<file path="src/rtl/yrv_uart_pkg.sv">
`default_nettype none
// ============================================================================
// Package  : yrv_uart_pkg
// Purpose  : Shared UART frame constants and transmitter state encoding.
// Revision : 1.0 - initial release
// ============================================================================
package yrv_uart_pkg;

  localparam int DATA_BITS            = 8;
  localparam int DEFAULT_CLKS_PER_BIT = 80;

  typedef enum logic [1:0] {
    ST_IDLE  = 2'd0,
    ST_START = 2'd1,
    ST_DATA  = 2'd2,
    ST_STOP  = 2'd3
  } tx_state_t;

  // Width of a counter spanning 0..clks-1; never narrower than one bit.
  function automatic int baud_width(input int clks);
    return (clks < 2) ? 1 : $clog2(clks);
  endfunction

endpackage
`default_nettype wire

</file>
<file path="src/rtl/uart_tx_fifo.sv">
`default_nettype none
// ============================================================================
// Module   : uart_tx_fifo
// Purpose  : Synchronous power-of-two FIFO with registered occupancy count.
// Revision : 1.0 - initial release
// ============================================================================
module uart_tx_fifo #(
  parameter int DEPTH = 4,
  parameter int WIDTH = 8
) (
  input  logic                     clk,
  input  logic                     reset,
  input  logic                     push_i,
  input  logic [WIDTH-1:0]         wdata_i,
  input  logic                     pop_i,
  output logic [WIDTH-1:0]         rdata_o,
  output logic                     full_o,
  output logic                     empty_o,
  output logic [$clog2(DEPTH):0]   count_o
);

  localparam int c_PTR_W = $clog2(DEPTH);
  localparam int c_CNT_W = c_PTR_W + 1;

  logic [WIDTH-1:0]   mem_q [DEPTH];
  logic [c_PTR_W-1:0] wptr_q;
  logic [c_PTR_W-1:0] rptr_q;
  logic [c_CNT_W-1:0] count_q;
  logic               w_push;
  logic               w_pop;

  assign full_o  = (count_q == c_CNT_W'(DEPTH));
  assign empty_o = (count_q == '0);
  assign count_o = count_q;
  assign rdata_o = mem_q[rptr_q];

  // Overflow and underflow requests are dropped so the contents stay intact.
  assign w_push = push_i & ~full_o;
  assign w_pop  = pop_i & ~empty_o;

  always_ff @(posedge clk) begin
    if (!reset && w_push) begin
      mem_q[wptr_q] <= wdata_i;
    end
  end

  always_ff @(posedge clk) begin
    if (reset) begin
      wptr_q  <= '0;
      rptr_q  <= '0;
      count_q <= '0;
    end else begin
      if (w_push) begin
        wptr_q <= wptr_q + c_PTR_W'(1);
      end
      if (w_pop) begin
        rptr_q <= rptr_q + c_PTR_W'(1);
      end
      case ({w_push, w_pop})
        2'b10:   count_q <= count_q + c_CNT_W'(1);
        2'b01:   count_q <= count_q - c_CNT_W'(1);
        default: count_q <= count_q;
      endcase
    end
  end

endmodule
`default_nettype wire

</file>
<file path="src/rtl/uart_tx_ser.sv">
`default_nettype none
// ============================================================================
// Module   : uart_tx_ser
// Purpose  : FIFO-buffered 8N1 UART transmitter with registered serial output.
// Revision : 1.0 - initial release
// ============================================================================
module uart_tx_ser
  import yrv_uart_pkg::*;
#(
  parameter int CLKS_PER_BIT = DEFAULT_CLKS_PER_BIT,
  parameter int FIFO_DEPTH   = 4
) (
  input  logic                          clk,
  input  logic                          reset,
  input  logic [DATA_BITS-1:0]          tx_data,
  input  logic                          tx_valid,
  output logic                          tx_ready,
  output logic                          ser_txd,
  output logic                          busy,
  output logic                          tx_done,
  output logic [$clog2(FIFO_DEPTH):0]   fifo_count
);

  localparam int                  c_BAUD_W    = baud_width(CLKS_PER_BIT);
  localparam logic [c_BAUD_W-1:0] c_BAUD_LAST = c_BAUD_W'(CLKS_PER_BIT - 1);
  localparam int                  c_BIT_W     = $clog2(DATA_BITS);
  localparam logic [c_BIT_W-1:0]  c_BIT_LAST  = c_BIT_W'(DATA_BITS - 1);

  tx_state_t              state_q, state_d;
  logic [c_BAUD_W-1:0]    baud_q, baud_d;
  logic [c_BIT_W-1:0]     bit_q, bit_d;
  logic [DATA_BITS-1:0]   shreg_q, shreg_d;
  logic                   txd_q, txd_d;

  logic                   w_full;
  logic                   w_empty;
  logic                   w_push;
  logic                   w_pop;
  logic                   w_baud_last;
  logic [DATA_BITS-1:0]   w_head;
  logic [$clog2(FIFO_DEPTH):0] w_count;

  assign w_push = tx_valid & ~w_full & ~reset;

  uart_tx_fifo #(
    .DEPTH (FIFO_DEPTH),
    .WIDTH (DATA_BITS)
  ) u_fifo (
    .clk     (clk),
    .reset   (reset),
    .push_i  (w_push),
    .wdata_i (tx_data),
    .pop_i   (w_pop),
    .rdata_o (w_head),
    .full_o  (w_full),
    .empty_o (w_empty),
    .count_o (w_count)
  );

  assign w_baud_last = (baud_q == c_BAUD_LAST);

  always_comb begin
    state_d = state_q;
    baud_d  = baud_q;
    bit_d   = bit_q;
    shreg_d = shreg_q;
    w_pop   = 1'b0;
    case (state_q)
      ST_IDLE: begin
        if (!w_empty) begin
          w_pop   = 1'b1;
          shreg_d = w_head;
          baud_d  = '0;
          bit_d   = '0;
          state_d = ST_START;
        end
      end
      ST_START: begin
        if (w_baud_last) begin
          baud_d  = '0;
          state_d = ST_DATA;
        end else begin
          baud_d = baud_q + c_BAUD_W'(1);
        end
      end
      ST_DATA: begin
        if (w_baud_last) begin
          baud_d  = '0;
          shreg_d = shreg_q >> 1;
          if (bit_q == c_BIT_LAST) begin
            state_d = ST_STOP;
          end else begin
            bit_d = bit_q + c_BIT_W'(1);
          end
        end else begin
          baud_d = baud_q + c_BAUD_W'(1);
        end
      end
      ST_STOP: begin
        if (w_baud_last) begin
          baud_d = '0;
          // Chain straight into the next start bit so frames stay contiguous.
          if (!w_empty) begin
            w_pop   = 1'b1;
            shreg_d = w_head;
            bit_d   = '0;
            state_d = ST_START;
          end else begin
            state_d = ST_IDLE;
          end
        end else begin
          baud_d = baud_q + c_BAUD_W'(1);
        end
      end
      default: begin
        state_d = ST_IDLE;
      end
    endcase

    // Line level is decoded from the next state so the output flop lines up with it.
    case (state_d)
      ST_START: txd_d = 1'b0;
      ST_DATA:  txd_d = shreg_d[0];
      default:  txd_d = 1'b1;
    endcase
  end

  always_ff @(posedge clk) begin
    if (reset) begin
      state_q <= ST_IDLE;
      baud_q  <= '0;
      bit_q   <= '0;
      shreg_q <= '0;
      txd_q   <= 1'b1;
    end else begin
      state_q <= state_d;
      baud_q  <= baud_d;
      bit_q   <= bit_d;
      shreg_q <= shreg_d;
      txd_q   <= txd_d;
    end
  end

  assign ser_txd    = txd_q;
  assign tx_ready   = ~w_full;
  assign fifo_count = w_count;
  assign busy       = (state_q != ST_IDLE) || (w_count != '0);
  assign tx_done    = (state_q == ST_STOP) && w_baud_last && !reset;

endmodule
`default_nettype wire

</file>
<file path="config.mk">
export PLATFORM = sky130hd
export DESIGN_NAME = uart_tx_ser
export DESIGN_NICKNAME = d
export VERILOG_FILES = /design/src/rtl/yrv_uart_pkg.sv /design/src/rtl/uart_tx_fifo.sv /design/src/rtl/uart_tx_ser.sv
export SDC_FILE = /design/constraint.sdc
export NUM_CORES = 1
export LEC_CHECK = 0
export CAP_MARGIN = 15
export CORE_AREA = 2 2 68 135
export DETAILED_ROUTE_END_ITERATION = 8
export DIE_AREA = 0 0 70 137
export SLEW_MARGIN = 15
export SYNTH_ARGS = -nofsm -noshare
export SYNTH_HDL_FRONTEND = slang
export SYNTH_SLANG_ARGS = --single-unit
</file>
<file path="constraint.sdc">
create_clock -name clk -period 2.9 [get_ports clk]
set_clock_uncertainty 0.2 [all_clocks]
set_input_delay 0.87 -clock clk [delete_from_list [all_inputs] [get_ports clk]]
set_output_delay 0.87 -clock clk [all_outputs]
set_load 0.02 [all_outputs]
</file>
==> flow_metrics.env <==
export IMPL_clk_latency_ns=0.32
export IMPL_numCtsBuffers=9
export IMPL_ant_nets=0
export IMPL_max_cap_viol_count=0
export IMPL_wire_per_inst_um=15.7
export IMPL_routed_wl_um=6130
export IMPL_instances_no_fill=390
export IMPL_die_w_um=70
export IMPL_path_cells="inv_1, ha_1, and2_1, inv_1, dlygate4sd2_1"
export IMPL_diodes=0
export IMPL_drive_gt1_share_pct=19.0
export IMPL_peakVddDrop_uv=523
export IMPL_crit_fanout=4
export IMPL_htreeDepth=3
export IMPL_avgSynthCellArea_um2=11.8
export IMPL_grt_max_degree=27
export IMPL_status="complete, no violations"
export IMPL_min_period_ns=2.74
export IMPL_std_cell_rows=48
export IMPL_async_reset_ff_share_pct=0
export IMPL_dr_wl_met2_um=3610
export IMPL_root_buffer="clkbuf_16"
export IMPL_ys_seq_area_share_pct=53.4
export IMPL_period_share_pct=94.4
export IMPL_slew_headroom_pct=62.2
export IMPL_total_leakage_power_nw=1.31
export IMPL_grt_pass1_wl_um=9810
export IMPL_vias=2071
export IMPL_dr_first_iter_drc_count=111
export IMPL_fin_tns_setup_ns=0
export IMPL_clockBufferDepth=2
export IMPL_dp_hpwl_um=4590
export IMPL_die_y_um=137
export IMPL_rsz0062_at_grt="false"
export IMPL_final_hold_viol_count=0
export IMPL_syn_to_final_growth_pct=25.4
export IMPL_max_stage_delay_ns=0.40
export IMPL_grt_pass1_vias=2040
export IMPL_grt_util_all_layers_pct=13.7
export IMPL_synth_edf_count=32
export IMPL_hp_start="shreg_q[7]"
export IMPL_r2r_setup_slack_ns=0.20
export IMPL_nets=309
export IMPL_clk_pin_slew_ns=0.05
export IMPL_finalPower_mw=3.55
export IMPL_drv_slew=0
export IMPL_cts_tree="built"
export IMPL_syn_nets=271
export IMPL_cp_startpoint="state_q[1]"
export IMPL_critical_path_class="reg2out"
export IMPL_clock_sinks=62
export IMPL_cts_setup_buffers=0
export IMPL_yosys_area_top_type_share_pct=32.8
export IMPL_initial_core_util_pct=34.3
export IMPL_highest_layer="met4"
export IMPL_netlist_instances=247
export IMPL_synth_largest_area_cell="edfxtp_1"
export IMPL_overflow=0
export IMPL_cp_end_kind="output pin"
export IMPL_core_um2=8530
export IMPL_met3_length_um=134
export IMPL_ys_flop_type="edfxtp_1"
export IMPL_max_freq_mhz=365
export IMPL_m1WireLength_um=2180
export IMPL_r2r_start="baud_q[0]"
export IMPL_syn_cell_area_um2=2930
export IMPL_arrival_ns=1.67
export IMPL_cellPowerDensity_nw_per_um2=967
export IMPL_dp_cells=374
export IMPL_hold_path_class="reg2reg"
export IMPL_tightest_slew_ns=0.566
export IMPL_cp_data_required_time_ns=1.83
export IMPL_io_pins=18
export IMPL_gp_congestion=0.866
export IMPL_setup_viol=0
export IMPL_cp_start_kind="flip-flop"
export IMPL_yosys_top_cells_count="32 x edfxtp_1, 30 x dfxtp_1, 17 x a21oi_1, 17 x nor2_1, 14 x o21ai_0"
export IMPL_synth_seq_cells=62
export IMPL_drt_pre_antenna_iters=4
export IMPL_io_buffers=17
export IMPL_antenna_found_initial=0
export IMPL_slowest_stage="dfxtp_1"
export IMPL_crit_top_cell="inv_1"
export IMPL_die_area_um2=9590
export IMPL_synth_distinct_cells=51
export IMPL_yosysMostFrequentCell="edfxtp_1"
export IMPL_synth_area_leaders="edfxtp_1 33%, dfxtp_1 21%, mux4_2 6.2%, ha_1 5.1%, a21oi_1 2.9%"
export IMPL_vias_per_cell=5.31
export IMPL_fillers=815
export IMPL_yosysWarningCount=0
export IMPL_drc=0
worst max-delay path, delay by kind of cell (launching register included):
| kind | cells | cell delay, ns |
|---|---|---|
| buf+inv | 3 | 0.58 |
| flops | 1 | 0.40 |
| fa+ha+maj | 1 | 0.22 |
| simple gates | 1 | 0.15 |
state kept, by name, indices dropped and copies added, names as in the netlist, named ones only:
signal / count
u_fifo.count_o: 3
state_q: 2
shreg_q: 8
u_fifo.wptr_q: 2
u_fifo.mem_q: 32
ser_txd: 1
u_fifo.rptr_q: 2
bit_q: 3
baud_q: 7
kinds of logic (layout without fill, tap and decap cells):
family	Yosys count	count (layout)	synth area share [%]
buffers and inverters	22	65	2.99
DFF	62	62	53.4
muxes	14	14	8.21
AOI/OAI and AO/OA	61	61	14.6
xor gates and xnor gates	5	5	1.50
and+or+nand+nor	70	70	13.5
adders and majority gates	13	13	5.81
path summary, 6_finish.rpt:
path | endpoint | cells after the start
worst min register to register | shreg_q[7] | 2
worst max register to register | u_fifo.count_o[2] | 11
worst max-delay path | busy | 5
worst min-delay path | shreg_q[7] | 2
routing by layer:
metal,GRT usage (%),vias up
li1,-,1011
met4,8.65,0
met1,12.3,1021
met5,0,-
met3,3.68,12
met2,26.2,27
through the flow:
stage	util [%]	instance area, um^2	hold slack [ns]	setup WS [ns]
after floorplan	-	2930	0.250	0.250
after global placement	39.1	3330	0.263	-0.259
after detailed placement	39.1	3330	0.272	-0.272
after CTS	42.9	3660	0.280	0.0122
after global routing	43.0	3670	0.308	0.000314
final	43.0	3670	0.282	0.164
what timing repair did:
action,4_1_cts,5_1_grt
endpoints found under the setup margin,2,2
hold buffers,0,0
pin swaps,0,0
resized for setup,2,5
area by class of cell:
type | instances | area [um^2] | share of cell area, %
sequential | 62 | 1560 | 42.6
multi-input combinational | 163 | 1290 | 35.1
timing repair buffer | 38 | 322 | 8.76
clock buffer | 11 | 233 | 6.34
tap | 100 | 125 | 3.41
clock inverter | 5 | 98.8 | 2.69
inverter | 11 | 41.3 | 1.13
power by group:
group | total (mW) | switching [mW] | internal (mW)
Clock | 1.19 | 0.359 | 0.834
Combinational | 1.18 | 0.626 | 0.552
Sequential | 1.18 | 0.124 | 1.05
Total | 3.55 | 1.11 | 2.44
placed cells by master (no fill, tap or decap), types with 2 or more instances in the layout:
cell type / count
a21o_1: 2
a21oi_1: 17
a22o_1: 6
a22oi_1: 2
a31oi_1: 3
and2_1: 5
and3_1: 3
buf_4: 21
bufinv_16: 3
clkbuf_1: 2
clkbuf_16: 9
clkdlybuf4s50_1: 15
dfxtp_1: 30
edfxtp_1: 32
ha_1: 12
inv_1: 11
mux2i_1: 6
mux4_2: 8
nand2_1: 9
nand3_1: 8
nand4_1: 2
nor2_1: 17
nor2b_1: 2
nor3_1: 6
nor3_4: 2
nor3b_1: 3
o21ai_0: 14
o2bb2ai_1: 5
o31ai_1: 2
or3_1: 2
xnor2_1: 3
xor2_1: 2
(Power assumes the default switching activity.)
